--- config.mk ---
export PLATFORM = sky130hd
export DESIGN_NAME = display_scan_mux_flat
export DESIGN_NICKNAME = d
export VERILOG_FILES = /design/src/rtl/display_scan_mux_pkg.sv /design/src/rtl/display_scan_mux_if.sv /design/src/rtl/display_scan_mux_scan_prescaler.sv /design/src/rtl/display_scan_mux.sv /design/src/flat_wrapper.sv
export SDC_FILE = /design/constraint.sdc
export NUM_CORES = 1
export LEC_CHECK = 0
export CAP_MARGIN = 15
export CORE_ASPECT_RATIO = 0.7
export CORE_UTILIZATION = 40
export DETAILED_ROUTE_END_ITERATION = 6
export PLACE_DENSITY = 0.67
export SETUP_SLACK_MARGIN = 0.4
export SYNTH_ARGS = -nofsm -noshare
export SYNTH_HDL_FRONTEND = slang
export SYNTH_SLANG_ARGS = --single-unit
--- constraint.sdc ---
create_clock -name clk -period 3.8 [get_ports clk]
set_input_delay 0.76 -clock clk [delete_from_list [all_inputs] [get_ports clk]]
set_output_delay 0.76 -clock clk [all_outputs]
set_load 0.01 [all_outputs]
--- src/rtl/display_scan_mux_pkg.sv ---
// Shared definitions for the parking-slot display path: digit count,
// blank codes, the scan sequencer state type and the nibble/blanking helpers.
package display_pkg;

    localparam int          N_DIGITS     = 4;
    localparam logic [3:0]  BLANK_NIBBLE = 4'hF;
    localparam logic [3:0]  AN_ALL_OFF   = 4'hF;

    typedef logic [1:0] digit_idx_t;

    // ARMED: the next enabled edge latches a fresh frame; RUN: scanning.
    typedef enum logic {
        SCAN_ARMED = 1'b0,
        SCAN_RUN   = 1'b1
    } scan_state_t;

    // Nibble shown in slot idx of a 4-digit word.
    function automatic logic [3:0] nibble_of(input logic [15:0] v, input digit_idx_t idx);
        logic [15:0] sh;
        sh = v >> {idx, 2'b00};
        return sh[3:0];
    endfunction

    // A digit is a leading zero when it and every digit to its left are zero.
    // Digit 0 is always shown so a zero value still reads "0".
    function automatic logic lead_zero_blank(input logic [15:0] v, input digit_idx_t idx,
                                             input logic lzb);
        logic [15:0] upper;
        upper = v >> {idx, 2'b00};
        return lzb && (idx != 2'd0) && (upper == 16'h0000);
    endfunction

endpackage

--- src/rtl/display_scan_mux_if.sv ---
// Control and display signals between the value source and the scan mux.
interface display_scan_mux_if;
    import display_pkg::*;

    logic                en;
    logic [15:0]         value;
    logic                lzb_en;
    logic [3:0]          digit;
    logic [N_DIGITS-1:0] an;
    logic                frame_tick;

    modport master (output en, value, lzb_en, input digit, an, frame_tick);
    modport slave  (input en, value, lzb_en, output digit, an, frame_tick);

endinterface

--- src/rtl/display_scan_mux_scan_prescaler.sv ---
// Slot timer and digit index for the scan mux. cnt runs through one digit
// slot, idx steps through the four digits, and an armed state makes the
// first enabled edge after reset or en rising start a fresh frame.
module scan_prescaler
    import display_pkg::*;
#(
    parameter int SCAN_DIV     = 100_000,
    parameter int BLANK_CYCLES = 1_000
) (
    input  logic       clk,
    input  logic       rst,
    input  logic       en_i,
    output digit_idx_t idx_o,
    output logic       slot_wrap_o,
    output logic       frame_start_o,
    output logic       in_blank_o
);

    localparam int CNT_W = (SCAN_DIV > 1) ? $clog2(SCAN_DIV) : 1;
    localparam logic [CNT_W-1:0] CNT_LAST  = CNT_W'(SCAN_DIV - 1);
    localparam logic [CNT_W-1:0] BLANK_END = CNT_W'(BLANK_CYCLES);

    scan_state_t      state_q, state_d;
    logic [CNT_W-1:0] cnt_q, cnt_d;
    digit_idx_t       idx_q, idx_d;

    // Sequencer registers.
    always_ff @(posedge clk) begin
        if (rst) begin
            state_q <= SCAN_ARMED;
            cnt_q   <= '0;
            idx_q   <= '0;
        end else begin
            state_q <= state_d;
            cnt_q   <= cnt_d;
            idx_q   <= idx_d;
        end
    end

    // Next slot position; dropping en parks the scan at the start and re-arms.
    always_comb begin
        state_d       = state_q;
        cnt_d         = cnt_q;
        idx_d         = idx_q;
        slot_wrap_o   = 1'b0;
        frame_start_o = 1'b0;
        if (!en_i) begin
            state_d = SCAN_ARMED;
            cnt_d   = '0;
            idx_d   = '0;
        end else if (state_q == SCAN_ARMED) begin
            state_d       = SCAN_RUN;
            cnt_d         = '0;
            idx_d         = '0;
            frame_start_o = 1'b1;
        end else if (cnt_q == CNT_LAST) begin
            cnt_d         = '0;
            idx_d         = idx_q + 2'd1;
            slot_wrap_o   = 1'b1;
            frame_start_o = (idx_q == 2'd3);
        end else begin
            cnt_d = cnt_q + CNT_W'(1);
        end
    end

    assign idx_o      = idx_q;
    assign in_blank_o = (cnt_q < BLANK_END);

endmodule

--- src/rtl/display_scan_mux.sv ---
// Time-multiplexes a 4-digit hex value onto one shared 7-segment decoder.
// The value is captured once per frame so a scan never mixes two values,
// and each slot opens with all anodes off to suppress ghosting.
module display_scan_mux
    import display_pkg::*;
#(
    parameter int SCAN_DIV     = 100_000,
    parameter int BLANK_CYCLES = 1_000
) (
    input  logic clk,
    input  logic rst,
    display_scan_mux_if.slave bus
);

    digit_idx_t          idx;
    logic                slot_wrap;
    logic                frame_start;
    logic                in_blank;

    logic [15:0]         shadow_q, shadow_d;
    logic [3:0]          digit_q, digit_d;
    logic [N_DIGITS-1:0] an_q, an_d;
    logic                frame_tick_q, frame_tick_d;

    scan_prescaler #(
        .SCAN_DIV    (SCAN_DIV),
        .BLANK_CYCLES(BLANK_CYCLES)
    ) u_prescaler (
        .clk          (clk),
        .rst          (rst),
        .en_i         (bus.en),
        .idx_o        (idx),
        .slot_wrap_o  (slot_wrap),
        .frame_start_o(frame_start),
        .in_blank_o   (in_blank)
    );

    // Shadow value and output registers; outputs trail the scan state by one cycle.
    always_ff @(posedge clk) begin
        if (rst) begin
            shadow_q     <= '0;
            digit_q      <= BLANK_NIBBLE;
            an_q         <= AN_ALL_OFF;
            frame_tick_q <= 1'b0;
        end else begin
            shadow_q     <= shadow_d;
            digit_q      <= digit_d;
            an_q         <= an_d;
            frame_tick_q <= frame_tick_d;
        end
    end

    // Frame latch, leading-zero blanking and anode select for the current slot.
    always_comb begin
        shadow_d     = frame_start ? bus.value : shadow_q;
        digit_d      = BLANK_NIBBLE;
        an_d         = AN_ALL_OFF;
        frame_tick_d = 1'b0;
        if (bus.en) begin
            frame_tick_d = frame_start;
            if (!lead_zero_blank(shadow_q, idx, bus.lzb_en)) begin
                digit_d = nibble_of(shadow_q, idx);
            end
            if (!in_blank) begin
                an_d = ~(4'b0001 << idx);
            end
        end
    end

    // A running frame may only begin on the wrap out of the last slot.
    frame_wrap_chk: assert property (@(posedge clk) disable iff (rst)
        (frame_start && idx == 2'd3) |-> slot_wrap);

    assign bus.digit      = digit_q;
    assign bus.an         = an_q;
    assign bus.frame_tick = frame_tick_q;

endmodule

--- src/flat_wrapper.sv ---
// flat-port wrapper written by rule: the top's interface ports become plain ports
module display_scan_mux_flat import display_pkg::*;
#(
    parameter int SCAN_DIV     = 100_000,
    parameter int BLANK_CYCLES = 1_000
)
  (clk, rst, bus_en, bus_value, bus_lzb_en, bus_digit, bus_an, bus_frame_tick);
  display_scan_mux_if bus_i ();
  input  logic clk;
  input  logic rst;
  input wire logic [$bits(bus_i.en)-1:0] bus_en;
  input wire logic [$bits(bus_i.value)-1:0] bus_value;
  input wire logic [$bits(bus_i.lzb_en)-1:0] bus_lzb_en;
  output wire logic [$bits(bus_i.digit)-1:0] bus_digit;
  output wire logic [$bits(bus_i.an)-1:0] bus_an;
  output wire logic [$bits(bus_i.frame_tick)-1:0] bus_frame_tick;
  assign bus_i.en = bus_en;
  assign bus_i.value = bus_value;
  assign bus_i.lzb_en = bus_lzb_en;
  assign bus_digit = bus_i.digit;
  assign bus_an = bus_i.an;
  assign bus_frame_tick = bus_i.frame_tick;
  display_scan_mux #(.SCAN_DIV(SCAN_DIV), .BLANK_CYCLES(BLANK_CYCLES)) u_core (.clk(clk), .rst(rst), .bus(bus_i));
endmodule
==> flow_summary.toml <==
[finish]
fraction_of_final_layout_cells_sized_beyond_drive_strength_1_pct = 10.67
final.fill_count = 459
n_antenna_cell = 0
multi_input_area_um2 = 1166
design.final.nets = 278
area_growth_from_synthesis_to_layout_pct = 20.14
seq_area_um2 = 900.9

[placed_design]
gp_congestion = 0.7743
detailedPlacementHpwl_mm = 2.998
portBuffers = 28
dp_slack_ps = 1272

[route]
wirelength_mm = 4.004
antenna_violating_nets_post_route = 0
routed_via_density = 4.950
routed_wire_length_per_instance_um = 12.43
drc = 0
num_vias = 1594
drt-pass1-iter-count = 4
detail_route.iter0.violations = 109

[synth]
synth-async-reset-ratio_pct = 0
synthFlopType = "sky130_fd_sc_hd__dfxtp_1"
synth_edf_count = 0
synth.ff_latch_count = 45
main_area_contributors_after_synthesis = "sky130_fd_sc_hd__dfxtp_1, sky130_fd_sc_hd__mux2i_1, sky130_fd_sc_hd__nand2b_1"
synth-warning-count = 0
post_synth_instance_area_um2 = 2143
yosys_top_cell_by_area = "sky130_fd_sc_hd__dfxtp_1"
synthMostInstantiatedCell = "sky130_fd_sc_hd__dfxtp_1"
synthTopCellsByCount = "sky130_fd_sc_hd__dfxtp_1, sky130_fd_sc_hd__nand2b_1, sky130_fd_sc_hd__nor2_1"
synth_cells = 224
number_of_distinct_library_cells_after_synthesis = 34
post-synth-top-area-fraction_pct = 42.03
synth_sequential_area_ratio_pct = 42.03
synth.net_count = 249
avgSynthCellArea_um2 = 9.568

[die]
num_io_pins = 29
dieWidth_um = 89.49
initial_cell_density_of_the_core_pct = 43.16
coreArea_um2 = 4966
dieHeight_um = 63.25
fp.dieArea_um2 = 5660
std_cell_rows = 21

[global_routing]
busiest_layer = "met1"
grt_util_all_layers_pct = 16.37
grt_first_pass_wirelength_mm = 6.996
first_global_vias = 1469
grt_util_met1_pct = 25.93
global_route.usage.met2_pct = 19.66
grt_use_met3_pct = 5.767
grt.overflow.total = 0
grt_antenna_before_repair = 0
grt_start_max_net_pins = 34

[flow_run]
timing.max_cap.violations = 0

[timing]
finalHoldViolations = 0
worst_slew_margin_rel_pct = 50.79
finalCritPeriodShare_pct = 58.32
setup_violations = 0
tns_ps = 0
max_freq_ghz = 0.4512
setup_repair_after_global_routing_missed_its_margin = "false"
worst_slew_pin_slew_ps = 737.7
clock_skew_ps = 7.530
timing.final.crit_period_ps = 2216
final_critical_path_setup_slack_ps = 1584
timing.final.max_slew_violations = 0

[critical_path]
timing.critical_path.from_type = "primary input"
arrival_time_at_the_worst_endpoint_ps = 2370
crit_type = "primary input to flop"
cp-end-kind = "flop"
crit_path_max_fanout = 33
worstPathRequired_ps = 3950

[worst_hold_path]
worstHoldPathType = "flop to flop"

[clock_tree]
cts_root_buf = "sky130_fd_sc_hd__clkbuf_8"
cts_setup_buffers = 0
clock_pin_slew_on_the_worst_setup_and_hold_paths_ps = 70
clk_latency_ps = 290
cts_num_sinks = 45
cts_inserted_buffers = 5
clk_path_buf_depth = 2
cts_max_level = 2
postCtsResizedCells = 0
number_of_hold_buffers_added_after_cts = 0
tritoncts = "built"

[power]
total_leakage_power_nw = 0.9265
power.ir.vdd_worst_mv = 0.1634
power_density_nw_per_um2 = 357.9

[outcome]
status = "finished clean"
## critical path: stages
cell,delay (ps)
sky130_fd_sc_hd__clkdlybuf4s50_1,450
sky130_fd_sc_hd__buf_4,250
sky130_fd_sc_hd__nand2b_1,270
sky130_fd_sc_hd__inv_1,80
sky130_fd_sc_hd__nand2_1,110
sky130_fd_sc_hd__o21bai_2,330
sky130_fd_sc_hd__nor2_1,110
## where the power goes
| part | internal [mW] | switching (mW) |
|---|---|---|
| Combinational | 0.0507 | 0.0310 |
| Sequential | 0.486 | 0.0106 |
| Clock | 0.191 | 0.152 |
| Total | 0.728 | 0.194 |
## state kept, by name (all words and copies together) (netlist names)
| name | count |
|---|---|
| u_core.u_prescaler.cnt_q | 17 |
| u_core.shadow_q | 16 |
| u_core.bus.an | 4 |
| u_core.bus.digit | 4 |
| u_core.u_prescaler.idx_o | 2 |
| u_core.bus.frame_tick | 1 |
| u_core.u_prescaler.state_q | 1 |
## final timing paths
check | from | to | slack [ps] | depth (start not counted)
min reg2reg | u_core.u_prescaler.cnt_q[0]$_SDFF_PP0_ | u_core.u_prescaler.cnt_q[0]$_SDFF_PP0_ | 470 | 1
min | u_core.u_prescaler.cnt_q[0]$_SDFF_PP0_ | u_core.u_prescaler.cnt_q[0]$_SDFF_PP0_ | 470 | 1
max reg2reg | u_core.u_prescaler.cnt_q[13]$_SDFF_PP0_ | u_core.u_prescaler.cnt_q[3]$_SDFF_PP0_ | 1640 | 4
max | rst | u_core.u_prescaler.cnt_q[3]$_SDFF_PP0_ | 1580 | 7
## through the flow
stage               total power, mW  cells  hold slack (ps)  utilization [%]  instance area (µm²)
floorplan                    0.5547    224            423.9                -                 2143
global placement             0.5888    315            442.7            49.76                 2471
detailed placement           0.5895    315            457.5            49.76                 2471
CTS                          0.9333    322            475.9            51.85                 2575
global route                 0.9675    322            499.7            51.85                 2575
finish                       0.9216    322            474.4            51.85                 2575
## layout by cell type, fill, tap and decap left out, types with 3 or more instances in the layout
cell,synthesis,routed
sky130_fd_sc_hd__mux4_2,3,3
sky130_fd_sc_hd__o21ai_0,9,9
sky130_fd_sc_hd__or2b_2,10,10
sky130_fd_sc_hd__xor2_1,5,5
sky130_fd_sc_hd__ha_1,5,5
sky130_fd_sc_hd__nand3_1,9,9
sky130_fd_sc_hd__nor2_1,19,19
sky130_fd_sc_hd__a21oi_1,9,9
sky130_fd_sc_hd__nand2_1,13,13
sky130_fd_sc_hd__inv_1,6,6
sky130_fd_sc_hd__or2b_1,5,5
sky130_fd_sc_hd__dfxtp_1,45,45
sky130_fd_sc_hd__mux2i_1,18,18
sky130_fd_sc_hd__nor4_1,8,8
sky130_fd_sc_hd__xnor2_1,7,7
sky130_fd_sc_hd__clkbuf_8,0,5
sky130_fd_sc_hd__clkdlybuf4s50_1,0,28
sky130_fd_sc_hd__nand2b_1,19,19
sky130_fd_sc_hd__nand4_1,4,4
sky130_fd_sc_hd__or3_1,5,5
## cells by family after synthesis
| logic type | synth area share [%] |
|---|---|
| simple gates | 28.55 |
| buf+inv | 3.561 |
| fa+ha+maj | 2.919 |
| mux | 12.08 |
| xor+xnor | 4.904 |
| flops | 42.03 |
| compound gates | 5.954 |
## cell type report
cell class,count,share of cell area (%)
Clock buffer,5,2.672
Multi-Input combinational cell,165,45.29
Timing Repair Buffer,30,11.47
Tap cell,69,3.353
Inverter,6,0.8746
Sequential cell,45,34.99
Clock inverter,2,1.361
## routing by layer
| layer | share of wire (%) | vias up | wire (µm) |
|---|---|---|---|
| li1 | - | 835 | - |
| met1 | 55 | 708 | 2205 |
| met5 | 0 | - | 0 |
| met2 | 37 | 44 | 1498 |
| met4 | 1.2 | 0 | 49 |
| met3 | 6.3 | 7 | 251 |
(Power assumes the default switching activity.)
